==> src/rtl/writeback_queue_pkg.sv <==
// Shared types and constants for the register-file writeback queue.
// Entries carry a destination register and the result to be written there.
package writeback_queue_pkg;

  localparam int WB_DEPTH   = 4;
  localparam int WB_CNT_W   = 3;
  localparam int REG_ADDR_W = 5;
  localparam int XLEN       = 32;
  localparam int NUM_REGS   = 32;

  typedef struct packed {
    logic [REG_ADDR_W-1:0] rd;
    logic [XLEN-1:0]       data;
  } wb_entry_t;

  // x0 is hardwired, so writes to it are dropped and never tracked
  function automatic logic is_real_rd(input logic [REG_ADDR_W-1:0] rd);
    return rd != {REG_ADDR_W{1'b0}};
  endfunction

endpackage

==> src/rtl/writeback_queue_if.sv <==
// Producer, decode and register-file signals of the writeback queue.
// The slave side is the queue itself; master is whoever drives the producers.
interface writeback_queue_if;
  import writeback_queue_pkg::*;

  logic                  mem_valid;
  logic [REG_ADDR_W-1:0] mem_rd;
  logic [XLEN-1:0]       mem_data;
  logic                  mem_ready;
  logic                  alu_valid;
  logic [REG_ADDR_W-1:0] alu_rd;
  logic [XLEN-1:0]       alu_data;
  logic                  alu_ready;
  logic                  issue_valid;
  logic [REG_ADDR_W-1:0] issue_rd;
  logic                  issue_ready;
  logic [REG_ADDR_W-1:0] query_rs1;
  logic [REG_ADDR_W-1:0] query_rs2;
  logic                  rs1_busy;
  logic                  rs2_busy;
  logic                  reg_write;
  logic [REG_ADDR_W-1:0] reg_in_addr;
  logic [XLEN-1:0]       reg_data_in;

  modport master (
    output mem_valid, mem_rd, mem_data, alu_valid, alu_rd, alu_data,
           issue_valid, issue_rd, query_rs1, query_rs2,
    input  mem_ready, alu_ready, issue_ready, rs1_busy, rs2_busy,
           reg_write, reg_in_addr, reg_data_in
  );

  modport slave (
    input  mem_valid, mem_rd, mem_data, alu_valid, alu_rd, alu_data,
           issue_valid, issue_rd, query_rs1, query_rs2,
    output mem_ready, alu_ready, issue_ready, rs1_busy, rs2_busy,
           reg_write, reg_in_addr, reg_data_in
  );

endinterface

==> src/rtl/writeback_fifo.sv <==
// Two-push / one-pop circular buffer with occupancy count.
// When both pushes fire, push0 lands ahead of push1; the caller prevents overflow.
module writeback_fifo
  import writeback_queue_pkg::*;
#(
  parameter int DEPTH = WB_DEPTH
) (
  input  logic                   clk,
  input  logic                   reset,
  input  logic                   push0_valid,
  input  wb_entry_t              push0_entry,
  input  logic                   push1_valid,
  input  wb_entry_t              push1_entry,
  input  logic                   pop,
  output wb_entry_t              head,
  output logic [$clog2(DEPTH):0] occ
);

  localparam int PTR_W = $clog2(DEPTH);
  localparam int OCC_W = PTR_W + 1;

  wb_entry_t        buf_r [DEPTH];
  logic [PTR_W-1:0] wr_ptr_r;
  logic [PTR_W-1:0] rd_ptr_r;
  logic [PTR_W-1:0] wr_ptr_next_s;
  logic [OCC_W-1:0] occ_r;
  logic [OCC_W-1:0] push_cnt_s;

  // Second write slot and number of entries entering this cycle
  always_comb begin
    wr_ptr_next_s = wr_ptr_r + PTR_W'(1'b1);
    push_cnt_s    = OCC_W'(push0_valid) + OCC_W'(push1_valid);
  end

  // Storage, pointers and occupancy; pointers wrap naturally as DEPTH is 2^n
  always_ff @(posedge clk or posedge reset) begin
    if (reset) begin
      wr_ptr_r <= '0;
      rd_ptr_r <= '0;
      occ_r    <= '0;
      for (int i = 0; i < DEPTH; i++) begin
        buf_r[i] <= '0;
      end
    end else begin
      if (push0_valid) begin
        buf_r[wr_ptr_r] <= push0_entry;
      end
      if (push1_valid) begin
        buf_r[push0_valid ? wr_ptr_next_s : wr_ptr_r] <= push1_entry;
      end
      wr_ptr_r <= wr_ptr_r + push_cnt_s[PTR_W-1:0];
      rd_ptr_r <= rd_ptr_r + PTR_W'(pop);
      occ_r    <= occ_r + push_cnt_s - OCC_W'(pop);
    end
  end

  assign head = buf_r[rd_ptr_r];
  assign occ  = occ_r;

endmodule

==> src/rtl/writeback_queue.sv <==
// Writeback front end: merges ALU and load results into an in-order queue,
// drains one per cycle to the register file and tracks pending writes per register.
module writeback_queue
  import writeback_queue_pkg::*;
#(
  parameter int DEPTH = WB_DEPTH,
  parameter int CNT_W = WB_CNT_W
) (
  input logic              clk,
  input logic              reset,
  writeback_queue_if.slave bus
);

  localparam int               OCC_W     = $clog2(DEPTH) + 1;
  localparam logic [CNT_W-1:0] CNT_MAX   = {CNT_W{1'b1}};
  localparam logic [OCC_W:0]   LAST_SLOT = (OCC_W + 1)'(DEPTH - 1);

  logic [OCC_W-1:0]    occ_s;
  wb_entry_t           head_s;
  wb_entry_t           mem_entry_s;
  wb_entry_t           alu_entry_s;
  logic                mem_ready_s;
  logic                alu_ready_s;
  logic                mem_push_s;
  logic                alu_push_s;
  logic                pop_s;
  logic                issue_ready_s;
  logic [NUM_REGS-1:0] inc_s;
  logic [NUM_REGS-1:0] dec_s;
  logic [CNT_W-1:0]    cnt_r [NUM_REGS];

  // Readiness looks only at current occupancy; a same-cycle pop is not credited
  always_comb begin
    mem_ready_s = ({1'b0, occ_s} <= LAST_SLOT);
    alu_ready_s = (({1'b0, occ_s} + {{OCC_W{1'b0}}, bus.mem_valid}) <= LAST_SLOT);
    mem_push_s  = bus.mem_valid && mem_ready_s && is_real_rd(bus.mem_rd);
    alu_push_s  = bus.alu_valid && alu_ready_s && is_real_rd(bus.alu_rd);
    mem_entry_s = '{rd: bus.mem_rd, data: bus.mem_data};
    alu_entry_s = '{rd: bus.alu_rd, data: bus.alu_data};
    pop_s       = (occ_s != '0);
  end

  writeback_fifo #(
    .DEPTH(DEPTH)
  ) u_fifo (
    .clk        (clk),
    .reset      (reset),
    .push0_valid(mem_push_s),
    .push0_entry(mem_entry_s),
    .push1_valid(alu_push_s),
    .push1_entry(alu_entry_s),
    .pop        (pop_s),
    .head       (head_s),
    .occ        (occ_s)
  );

  // Per-register increment (issue) and decrement (retire) strobes
  always_comb begin
    inc_s = '0;
    dec_s = '0;
    issue_ready_s = !(is_real_rd(bus.issue_rd) && (cnt_r[bus.issue_rd] == CNT_MAX));
    inc_s[bus.issue_rd] = bus.issue_valid && issue_ready_s && is_real_rd(bus.issue_rd);
    dec_s[head_s.rd]    = pop_s;
  end

  // Pending counters; x0 is never touched, retiring at zero saturates
  always_ff @(posedge clk or posedge reset) begin
    if (reset) begin
      for (int i = 0; i < NUM_REGS; i++) begin
        cnt_r[i] <= '0;
      end
    end else begin
      for (int i = 1; i < NUM_REGS; i++) begin
        if (inc_s[i] && !dec_s[i]) begin
          cnt_r[i] <= cnt_r[i] + CNT_W'(1'b1);
        end else if (dec_s[i] && !inc_s[i] && (cnt_r[i] != '0)) begin
          cnt_r[i] <= cnt_r[i] - CNT_W'(1'b1);
        end else begin
          cnt_r[i] <= cnt_r[i];
        end
      end
    end
  end

  // Register-file port driven straight from the queue head
  always_comb begin
    bus.mem_ready   = mem_ready_s;
    bus.alu_ready   = alu_ready_s;
    bus.issue_ready = issue_ready_s;
    bus.reg_write   = pop_s;
    bus.reg_in_addr = '0;
    bus.reg_data_in = '0;
    if (pop_s) begin
      bus.reg_in_addr = head_s.rd;
      bus.reg_data_in = head_s.data;
    end else begin
      bus.reg_in_addr = '0;
      bus.reg_data_in = '0;
    end
    bus.rs1_busy = is_real_rd(bus.query_rs1) && (cnt_r[bus.query_rs1] != '0);
    bus.rs2_busy = is_real_rd(bus.query_rs2) && (cnt_r[bus.query_rs2] != '0);
  end

endmodule

==> src/flat_wrapper.sv <==
// flat-port wrapper written by rule: the top's interface ports become plain ports
module writeback_queue_flat import writeback_queue_pkg::*;
#(
  parameter int DEPTH = WB_DEPTH,
  parameter int CNT_W = WB_CNT_W
)
  (clk, reset, bus_mem_valid, bus_mem_rd, bus_mem_data, bus_alu_valid, bus_alu_rd, bus_alu_data, bus_issue_valid, bus_issue_rd, bus_query_rs1, bus_query_rs2, bus_mem_ready, bus_alu_ready, bus_issue_ready, bus_rs1_busy, bus_rs2_busy, bus_reg_write, bus_reg_in_addr, bus_reg_data_in);
  writeback_queue_if bus_i ();
  input logic clk;
  input logic reset;
  input wire logic [$bits(bus_i.mem_valid)-1:0] bus_mem_valid;
  input wire logic [$bits(bus_i.mem_rd)-1:0] bus_mem_rd;
  input wire logic [$bits(bus_i.mem_data)-1:0] bus_mem_data;
  input wire logic [$bits(bus_i.alu_valid)-1:0] bus_alu_valid;
  input wire logic [$bits(bus_i.alu_rd)-1:0] bus_alu_rd;
  input wire logic [$bits(bus_i.alu_data)-1:0] bus_alu_data;
  input wire logic [$bits(bus_i.issue_valid)-1:0] bus_issue_valid;
  input wire logic [$bits(bus_i.issue_rd)-1:0] bus_issue_rd;
  input wire logic [$bits(bus_i.query_rs1)-1:0] bus_query_rs1;
  input wire logic [$bits(bus_i.query_rs2)-1:0] bus_query_rs2;
  output wire logic [$bits(bus_i.mem_ready)-1:0] bus_mem_ready;
  output wire logic [$bits(bus_i.alu_ready)-1:0] bus_alu_ready;
  output wire logic [$bits(bus_i.issue_ready)-1:0] bus_issue_ready;
  output wire logic [$bits(bus_i.rs1_busy)-1:0] bus_rs1_busy;
  output wire logic [$bits(bus_i.rs2_busy)-1:0] bus_rs2_busy;
  output wire logic [$bits(bus_i.reg_write)-1:0] bus_reg_write;
  output wire logic [$bits(bus_i.reg_in_addr)-1:0] bus_reg_in_addr;
  output wire logic [$bits(bus_i.reg_data_in)-1:0] bus_reg_data_in;
  assign bus_i.mem_valid = bus_mem_valid;
  assign bus_i.mem_rd = bus_mem_rd;
  assign bus_i.mem_data = bus_mem_data;
  assign bus_i.alu_valid = bus_alu_valid;
  assign bus_i.alu_rd = bus_alu_rd;
  assign bus_i.alu_data = bus_alu_data;
  assign bus_i.issue_valid = bus_issue_valid;
  assign bus_i.issue_rd = bus_issue_rd;
  assign bus_i.query_rs1 = bus_query_rs1;
  assign bus_i.query_rs2 = bus_query_rs2;
  assign bus_mem_ready = bus_i.mem_ready;
  assign bus_alu_ready = bus_i.alu_ready;
  assign bus_issue_ready = bus_i.issue_ready;
  assign bus_rs1_busy = bus_i.rs1_busy;
  assign bus_rs2_busy = bus_i.rs2_busy;
  assign bus_reg_write = bus_i.reg_write;
  assign bus_reg_in_addr = bus_i.reg_in_addr;
  assign bus_reg_data_in = bus_i.reg_data_in;
  writeback_queue #(.DEPTH(DEPTH), .CNT_W(CNT_W)) u_core (.clk(clk), .reset(reset), .bus(bus_i));
endmodule
==> config.mk <==
export PLATFORM = sky130hd
export DESIGN_NAME = writeback_queue_flat
export DESIGN_NICKNAME = d
export VERILOG_FILES = /design/src/rtl/writeback_queue_pkg.sv /design/src/rtl/writeback_queue_if.sv /design/src/rtl/writeback_fifo.sv /design/src/rtl/writeback_queue.sv /design/src/flat_wrapper.sv
export SDC_FILE = /design/constraint.sdc
export NUM_CORES = 1
export LEC_CHECK = 0
export CORE_MARGIN = 2
export CORE_UTILIZATION = 45
export CTS_CLUSTER_DIAMETER = 120
export DETAILED_ROUTE_END_ITERATION = 7
export DONT_BUFFER_PORTS = 1
export HOLD_SLACK_MARGIN = 0.06
export MAX_ROUTING_LAYER = met4
export SYNTH_ARGS = -nofsm -noshare
export SYNTH_HDL_FRONTEND = slang
export SYNTH_HIERARCHICAL = 1
export SYNTH_SLANG_ARGS = --single-unit
==> constraint.sdc <==
create_clock -name clk -period 10 [get_ports clk]
set_input_delay 1 -clock clk [delete_from_list [all_inputs] [get_ports clk]]
set_output_delay 1 -clock clk [all_outputs]
set_load 0.01 [all_outputs]
==> metrics.txt, run 1 <==
status=completed; cell at the root of the clock tree=clkbuf_16; Tightest Hold Check Type=primary input to async pin; initial antenna violation count=0; CTS Hold Bufs=0; setup slack after layout=around 6 ns; hold slack final=around 0.37 ns; R2R Setup Slk=6.12 ns; Final TNS setup=0 ns; data required time at the worst endpoint=9.00 ns; mean post-synth cell area=12.04 um2; post-route ant nets=0; worst path cell trace=or2_2 -> nor4b_1 -> a2111oi_0 -> nand3_1 -> o311ai_4 -> buf_4; area leader, netlist=dfrtp_1; Layout Nets=~1500; via-per-instance ratio=6.110; total routed wirelength=between 40 and 50 mm; clk sinks=248; crit-path max cell delay=roughly 0.74 ns; # diodes=0; Clk Latency, worst-skew pair=roughly 0.6 ns; Switching Fraction=37.61%; Tot GR Track Use=a little under a quarter; RSZ-0062 raised after global routing=false; sequential-to-total area share from yosys stat=a little under two fifths; CTS tree=done; Initial DRC Count=roughly 800; Die H=just under 200 um; placed cells=1793; family with the most delay on the worst path=simple AND/OR/NAND/NOR gates; area delta synth->final=7.847%; via count=approximately 11000; RR Endpoint=u_core/cnt_r[53]; Post-synth ARST share=100.0%; number of library cell types mapped by synthesis=80; r2r worst-path depth=11; Final Hold Fails=0; EDFF count, synth=0; multi-input logic area=between 9000 and 10000 um2; Wirelength per Cell=~23 um; post-layout min period=roughly 4 ns; Design Power=5.876 mW; sequential share of power=33.7%; max-cap violations=0; setup bufs post-CTS=0; Worst Tran Pin Value=a little over 1 ns; commonest non-fill, non-tap cell in the layout=mux2_2; starting density of the core=between 40 and 50%; Clk network pwr share=19.2%; Final Instance Count excl. Fillers=about 1900; slew margin rel.=a little under a third; Post-CTS Resized=0; Final Max Slew Viols=0; internal power=3.666 mW; commonest cells after routing, fill and taps aside=mux2_2, dfrtp_1, nand2_1, mux4_2; syn_nets=~1500; LEAKAGE=roughly 7.4 nW; share of cells above drive strength 1=~35%; Placeable Area=about 37000 um2; IO Count=between 100 and 150; period utilisation layout=roughly two fifths; pre-CTS setup slack=~5.5 ns; CP bufs+invs=1; Crit path depth=6; die area=around 39000 um2; Remaining DRCs=0; clock buffer depth=3; Overflow after GRT=0; IO Port Bufs=0; Worst IR Drop VDD=0.1921 mV; number of global-route vias before repair=~12000; pwr dens=between 300 and 400 nW/um2; register area=a little over 6000 um2; share of the synthesized area in the top cell type=37.28%; Ys Warns=12; Max H-tree Level=1; slowest stage cell on the critical path=nor4b_1; number of CTS-inserted buffers=31; startpoint types=primary input; most used flip-flop cell after synthesis=dfrtp_1; Comb pwr share=about 47%; Worst setup EP type=primary output; crit-path max FO=27; largest net degree at the start of global routing=90; Worst Setup Path Type=primary input to primary output; Final Skew=0.01093 ns; HPWL Detailed=roughly 29 mm; P_sw=2.210 mW; Final GP Congestion=0.9371; cell area after synthesis=16650 um2; R2R Path Start=u_core/cnt_r[36]; Mapped Cells=~1400; Final setup viols=0; number of synthesized register bits=248; clock-pin slew on the worst setup and hold paths=around 0.06 ns; first-pass GRT wire length=between 60 and 70 mm; Core Rows=70; main area contributors after synthesis=dfrtp_1, mux2_2, mux4_2, fa_1, mux2i_1; Worst Path Arrival=roughly 3 ns; f_max=249.2 MHz; First-pass DRT Iterations=5; number of fill cells=3238; Die Wd=around 200 um
[synthesized netlist by cell type (all sizes together), types with 19 or more instances]
| library cell | count |
|---|---|
| fa | 32 |
| nor2 | 51 |
| inv | 45 |
| mux2 | 316 |
| a21oi | 19 |
| nand2 | 65 |
| clkbuf | 25 |
| xnor2 | 27 |
| xor2 | 29 |
| mux4 | 61 |
| dfrtp | 248 |
| and2 | 44 |
| buf | 51 |
| nor3 | 52 |
| mux2i | 52 |
| nand3 | 24 |
[worst max path at each step]
stage                          from                     end  slack (ns)
floorplan                     reset  u_core/u_fifo/buf_r[0]        4.82
global placement    bus_issue_rd[1]        u_core/cnt_r[65]        5.63
detailed placement  bus_issue_rd[1]        u_core/cnt_r[65]        5.52
CTS                 bus_issue_rd[2]         bus_issue_ready        6.04
global route        bus_issue_rd[2]         bus_issue_ready        5.78
finish              bus_issue_rd[2]         bus_issue_ready        5.99
[power groups by stage]
stage          sequential, mW  clock [mW]  combinational (mW)
2_1_floorplan            1.83           0                2.31
3_3_place_gp             1.98           0                2.71
3_5_place_dp             1.99           0                2.79
4_1_cts                  1.98        1.16                2.80
5_1_grt                  2.06        1.20                3.05
6_report                 1.98        1.13                2.77
[stage by stage]
stage | instance area, um2 | utilization (%)
6_report | 17950 | 49.15
5_1_grt | 17950 | 49.15
4_1_cts | 17950 | 49.15
3_5_place_dp | 16930 | 46.35
3_3_place_gp | 16930 | 46.35
2_1_floorplan | 16650 | -
[area by class of cell]
| type | count | area share (%) |
|---|---|---|
| multi-input cells | 1013 | 54.68 |
| flip-flops and latches | 248 | 34.58 |
| clock buffers | 50 | 5.276 |
| well taps | 468 | 3.262 |
| inverters | 45 | 0.9827 |
| repair buffers | 19 | 0.7945 |
| clock inverters | 7 | 0.4182 |
[flip-flops by register name, summed over array words and instances, names as in the netlist]
name	count
u_core/cnt_r	93
u_core/u_fifo/buf_r	148
u_core/u_fifo/occ	3
u_core/u_fifo/rd_ptr_r	2
u_core/u_fifo/wr_ptr_r	2
[layer usage]
layer,share of wire [%],vias to the layer above,track usage (%),wire length (um)
met1,42,5829,29.77,18140
met4,2.9,0,6.790,1270
li1,-,5097,-,-
met3,6.5,97,5.339,2793
met5,0,-,-,0
met2,48,280,38.56,20900
[kinds of logic after synthesis]
logic type,share of synthesized area [%]
simple gates,11.23
mux,33.23
compound gates,6.870
buf+inv,3.841
flops,37.28
xor+xnor,2.946
fa+ha+maj,4.600
(Power assumes the default switching activity.)
==> run 2, diff against run 1 <==
- clock period: 10 -> 4.2 ns (I/O delays scaled with it)
==> run 2 against run 1 <==
  * Count of clock-buffer cells in the layout is 10 lower
  * Die area did not move
  * Non-clock buffer count up 51
  * Sequential power grew 140%
  * Clock skew rose by 0.0073 ns
  * Final cell count increased by 2.7%
  * Combinational power increased by 150%
  * Flip-flop and latch count unchanged
  * Power increased by 140%
  * First-iteration DRC count down 25%
  * Critical path type is now flip-flop to flip-flop
  * Largest cell class unchanged
==> metrics.txt, run 2 (synthesis gave the netlist of run 1 again) <==
slowest stage cell on the critical path=o311ai_4 (was nor4b_1); Tot GR Track Use=23.92% (was 23.69%); HPWL Detailed=29.29 mm (was 28.60 mm); data required time at the worst endpoint=4.66 ns (was 9.00 ns); Worst Setup Path Type=flip-flop to flip-flop (was primary input to primary output); Clk Latency, worst-skew pair=0.58 ns (was 0.59 ns); Comb pwr share=47.8% (was 47.2%); CTS tree=done (unchanged); Design Power=14.26 mW (was 5.876 mW); clock buffer depth=3 (unchanged); largest net degree at the start of global routing=85 (was 90); First-pass DRT Iterations=7 (was 5); crit-path max cell delay=0.83 ns (was 0.74 ns); period utilisation layout=between 90 and 100%; Final TNS setup=0 ns (unchanged); Biggest register=u_core/u_fifo/buf_r (unchanged); Die H=196.3 um (unchanged); pwr dens=768.2 nW/um2 (was 327.3 nW/um2); startpoint types=flip-flop (was primary input); LEAKAGE=7.647 nW (was 7.381 nW); slew margin rel.=31.64% (was 31.32%); Overflow after GRT=0 (unchanged); Final Skew=0.01819 ns (was 0.01093 ns); Worst setup EP type=flip-flop (was primary output); RSZ-0062 raised after global routing=false (unchanged); Tightest Hold Check Type=primary input to flip-flop (was primary input to async pin); Final GP Congestion=0.8987 (was 0.9371); first-pass GRT wire length=70.41 mm (was 69.10 mm); number of flip-flops in the largest register=148 (unchanged); setup bufs post-CTS=0 (unchanged); initial antenna violation count=1 (was 0); max-cap violations=0 (unchanged); clock-pin slew on the worst setup and hold paths=0.06 ns (about the same); worst path cell trace=mux2i_1 -> nor3_1 -> mux4_2 -> o311ai_4 -> buf_4 -> buf_4 -> and3_1 -> nand2_1 -> fa_1 -> and3_1 -> o311ai_1 (was or2_2 -> nor4b_1 -> a2111oi_0 -> nand3_1 -> o311ai_4 -> buf_4); Wirelength per Cell=22.92 um (was 23.30 um); Hold Crit Depth=2; die area=38550 um2 (unchanged); Final Hold Fails=0 (unchanged); commonest non-fill, non-tap cell in the layout=mux2_2 (unchanged); status=completed (unchanged); Die Wd=196.3 um (unchanged); Switching Fraction=37.27% (was 37.61%); Remaining DRCs=0 (unchanged); cell at the root of the clock tree=clkbuf_16 (unchanged); via count=11403 (was 11303); sequential share of power=32.8% (was 33.7%); Core Rows=70 (unchanged); clk sinks=248 (unchanged); IO Port Bufs=0 (unchanged); Initial DRC Count=601 (was 798); Placeable Area=36520 um2 (unchanged); number of global-route vias before repair=12035 (was 11848); post-route ant nets=0 (unchanged); Final Max Slew Viols=0 (unchanged); commonest cells after routing, fill and taps aside=mux2_2, dfrtp_1, nand2_1, mux4_2 (unchanged); area delta synth->final=11.49% (was 7.847%); crit-path max FO=18 (was 27); Final setup viols=0 (unchanged); Worst IR Drop VDD=0.4375 mV (was 0.1921 mV); CP bufs+invs=2 (was 1); P_sw=5.314 mW (was 2.210 mW); via-per-instance ratio=6.002 (was 6.110); Worst Tran Pin Value=1.025 ns (was 1.026 ns); starting density of the core=45.58% (unchanged); Crit path depth=11 (was 6); Worst Path Arrival=4.39 ns (was 3.01 ns); family with the most delay on the worst path=compound AO/OA/AOI/OAI gates (was simple AND/OR/NAND/NOR gates); number of CTS-inserted buffers=30 (was 31); f_max=between 200 and 300 MHz; Clk network pwr share=19.4% (was 19.2%); internal power=8.943 mW (was 3.666 mW); post-layout min period=slightly below 4 ns; IO Count=137 (unchanged); share of cells above drive strength 1=35.01% (was 35.38%); total routed wirelength=43.55 mm (was 43.11 mm); Layout Nets=1544 (was 1494); r2r worst-path depth=11 (unchanged); number of fill cells=3145 (was 3238); Max H-tree Level=1 (unchanged)
run 2: changes by cell type in the layout (fill, tap and decap cells not counted), moves of 3 or more:
cell / delta
dlygate4sd3_1: +38
buf_12: +9
clkbuf_8: -6
buf_4: +4
bufinv_16: +4
clkinvlp_4: +4
clkbuf_1: -3
run 2: final timing paths:
check,start,end,slack [ns]
worst max register to register,u_core/cnt_r[75],u_core/cnt_r[62],0.27
max in group asynchronous,reset,u_core/u_fifo/rd_ptr_r[0],2.66
worst min-delay path,bus_mem_data[12],u_core/u_fifo/buf_r[12],0.11
min in group asynchronous,reset,u_core/u_fifo/buf_r[55],0.57
worst max-delay path,u_core/cnt_r[75],u_core/cnt_r[62],0.27
worst min register to register,u_core/cnt_r[29],u_core/cnt_r[29],0.49
run 2: through the flow:
step	std cells	setup slack, ns	area, um2	hold slack (ns)	util (%)
floorplan	1382	0.6459	16650	0.4535	-
global placement	1806	0.3914	17130	0.4743	46.90
detailed placement	1806	0.3120	17130	0.4791	46.90
CTS	1899	0.2984	18560	0.07894	50.81
global route	1900	0.09142	18560	0.09397	50.82
finish	1900	0.2690	18560	0.1097	50.82
run 2: layer usage:
| layer | vias up | wire length [um] | GRT usage, % | share of wire [%] |
|---|---|---|---|---|
| met2 | 307 | 20950 | 38.88 | 48 |
| met3 | 80 | 2647 | 5.236 | 6.1 |
| met5 | - | 0 | - | 0 |
| met4 | 0 | 1246 | 6.566 | 2.9 |
| met1 | 5806 | 18700 | 30.31 | 43 |
| li1 | 5210 | - | - | - |
run 2: power by group through the flow:
stage | combinational, mW | clock (mW) | sequential (mW)
after global placement | 6.61 | 0 | 4.66
final | 6.81 | 2.77 | 4.68
after detailed placement | 6.79 | 0 | 4.70
after global routing | 7.47 | 2.93 | 4.86
after floorplan | 5.49 | 0 | 4.35
after CTS | 6.86 | 2.84 | 4.66
run 2: area by class of cell:
cell class	instances	area, um2	share of cell area, %
timing repair buffer	70	733.2	3.951
clock inverter	15	219.0	1.180
sequential	248	6208	33.45
tap	468	585.6	3.155
clock buffer	40	828.3	4.463
multi-input combinational	1013	9807	52.84
inverter	45	175.2	0.9438
antenna	1	2.502	0.01348
run 2: repair_timing:
item                                    in CTS  in global routing
endpoints found under the hold margin      252                  0
endpoints found under the setup margin       0                  0
hold buffers                                38                  0
gates resized for setup                      0                  0
==> run 3, diff against run 2 <==
- BUFFER_PORTS_ARGS: unset -> -buffer_cell sky130_fd_sc_hd__buf_2
- DONT_BUFFER_PORTS: 1 -> unset
- clock period: 4.2 -> 5 ns (I/O delays scaled with it)
==> run 3 against run 2 <==
  * Final cell count grew 5.4%
  * First-iteration DRC count grew 21%
  * Global-route usage shrank 0.10 points
  * Count of clock-buffer cells in the layout grew 9
  * Critical path depth grew 1
  * Critical path type unchanged
  * Final area grew 0.88%
==> metrics.txt, run 3 (synthesis gave the netlist of run 1 again) <==
number of CTS-inserted buffers=31 (was 30); f_max=269.7 MHz (was 254.4 MHz); Remaining DRCs=0 (unchanged); area delta synth->final=12.47% (was 11.49%); cell at the root of the clock tree=clkbuf_16 (unchanged); r2r worst-path depth=12 (was 11); CTS tree=done (unchanged); largest net degree at the start of global routing=81 (was 85); Final Skew=0.01665 ns (was 0.01819 ns); grt met3 use=4.586% (was 5.236%); number of flip-flops in the largest register=148 (unchanged); setup bufs post-CTS=0 (unchanged); Layout Nets=1640 (was 1544); slowest stage cell on the critical path=mux4_1 (was o311ai_4); design area=18720 um2 (was 18560 um2); Max H-tree Level=1 (unchanged); clk sinks=248 (unchanged); Overflow after GRT=0 (unchanged); Biggest register=u_core/u_fifo/buf_r (unchanged); die area=38550 um2 (unchanged); IO Port Bufs=136 (was 0); Worst setup EP type=flip-flop (unchanged); period utilisation layout=74.15% (was 93.60%); Initial DRC Count=727 (was 601); family with the most delay on the worst path=multiplexers (was compound AO/OA/AOI/OAI gates); worst path cell trace=mux4_1 -> mux2_2 -> a221oi_1 -> nor4b_2 -> o311ai_4 -> buf_12 -> and3_1 -> nand2_1 -> fa_1 -> or3_1 -> mux2i_1 -> xor2_1 (was mux2i_1 -> nor3_1 -> mux4_2 -> o311ai_4 -> buf_4 -> buf_4 -> and3_1 -> nand2_1 -> fa_1 -> and3_1 -> o311ai_1); max-cap violations=0 (unchanged); Wirelength per Cell=21.88 um (was 22.92 um); via-per-instance ratio=5.921 (was 6.002); Final Max Slew Viols=0 (unchanged); Final GP Congestion=0.9420 (was 0.8987); slew margin rel.=22.20% (was 31.64%); Die Wd=196.3 um (unchanged); post-layout min period=3.708 ns (was 3.931 ns); commonest non-fill, non-tap cell in the layout=mux2_2 (unchanged); starting density of the core=45.58% (unchanged); number of global-route vias before repair=12276 (was 12035); initial antenna violation count=6 (was 1); Clk Latency, worst-skew pair=0.59 ns (was 0.58 ns); Worst Tran Pin Value=1.165 ns (was 1.025 ns); Tot GR Track Use=23.82% (was 23.92%); First-pass DRT Iterations=5 (was 7); RSZ-0062 raised after global routing=false (unchanged); IO Count=137 (unchanged); Worst Setup Path Type=flip-flop to flip-flop (unchanged); CP bufs+invs=1 (was 2); pwr dens=646.1 nW/um2 (was 768.2 nW/um2); first-pass GRT wire length=69.82 mm (was 70.41 mm); crit-path max cell delay=0.51 ns (was 0.83 ns); Worst Path Arrival=4.22 ns (was 4.39 ns); startpoint types=flip-flop (unchanged); crit-path max FO=37 (was 18); via count=11860 (was 11403); Crit path depth=12 (was 11); met2 GRT Util=38.65% (was 38.88%); post-route ant nets=0 (unchanged); Final TNS setup=0 ns (unchanged); commonest cells after routing, fill and taps aside=mux2_2, dfrtp_1, buf_2, nand2_1, mux4_2 (was mux2_2, dfrtp_1, nand2_1, mux4_2); Final setup viols=0 (unchanged); data required time at the worst endpoint=5.51 ns (was 4.66 ns); Tightest Hold Check Type=primary input to flip-flop (unchanged); status=completed (unchanged); clock buffer depth=3 (unchanged); HPWL Detailed=29.67 mm (was 29.29 mm); share of cells above drive strength 1=41.30% (was 35.01%); Core Rows=70 (unchanged); met1 GRT Util=30.10% (was 30.31%); Die H=196.3 um (unchanged); Final Hold Fails=0 (unchanged); clock-pin slew on the worst setup and hold paths=0.06 ns (about the same); Post-CTS Resized=0 (unchanged); DP Area=17700 um2 (was 17130 um2); total routed wirelength=43.83 mm (was 43.55 mm); LEAKAGE=7.959 nW (was 7.647 nW); Placeable Area=36520 um2 (unchanged); Worst IR Drop VDD=0.3758 mV (was 0.4375 mV); Hold Crit Depth=2 (unchanged); busiest metal layer after global routing=met2 (unchanged)
-- run 3: cell count changes in the layout (fill, tap and decap cells not counted), moves of 3 or more --
| cell | previous run | this run |
|---|---|---|
| buf_2 | 0 | 136 |
| dlygate4sd3_1 | 38 | 1 |
| buf_12 | 9 | 2 |
| diode_2 | 1 | 7 |
| clkbuf_1 | 6 | 11 |
| bufinv_16 | 5 | 1 |
| buf_4 | 23 | 26 |
| clkbuf_8 | 4 | 7 |
| clkinvlp_4 | 4 | 1 |
-- run 3: timing repair --
action	4_1_cts	5_1_grt
hold buffers	1	0
endpoints found under the setup margin	0	0
endpoints found under the hold margin	43	0
-- run 3: area by class of cell --
type                    count  area [um2]
diodes                      7       17.52
clock buffers              49       913.4
clock inverters             8       82.58
fillers                  3219       17800
inverters                  45       176.4
multi-input cells        1013        9812
flip-flops and latches    248        6208
well taps                 468       585.6
repair buffers            165       925.9
-- run 3: routing by layer --
metal,up-vias,part of all wire [%]
met5,-,0
met4,0,3.3
met3,96,5.4
met2,316,48
met1,6032,43
li1,5416,-
-- run 3: per-stage QoR --
step	hold slack [ns]	worst slack [ns]	utilization, %	power [mW]	cells
after floorplan	0.4535	0.3218	-	8.270	1382
after global placement	0.4854	1.031	48.46	9.791	1938
after detailed placement	0.4809	0.9151	48.46	9.950	1938
after CTS	0.1675	1.340	51.21	12.20	1996
after global routing	0.1804	1.115	51.25	12.95	2002
final	0.1854	1.292	51.26	12.10	2003
-- run 3: worst paths after layout --
kind | slack, ns | start | to
max | 1.29 | u_core/cnt_r[83] | u_core/cnt_r[5]
min | 0.19 | bus_alu_data[30] | u_core/u_fifo/buf_r[67]
max reg2reg | 1.29 | u_core/cnt_r[83] | u_core/cnt_r[5]
min reg2reg | 0.50 | u_core/cnt_r[77] | u_core/cnt_r[77]
max in group asynchronous | 3.28 | reset | u_core/u_fifo/rd_ptr_r[1]
min in group asynchronous | 0.57 | reset | u_core/cnt_r[31]
-- run 3: power by group --
part | internal, mW | switching, mW | leakage [nW]
Sequential | 3.04 | 0.966 | 2.90
Clock | 1.30 | 0.877 | 0.489
Combinational | 3.20 | 2.71 | 4.57
Total | 7.54 | 4.56 | 7.96
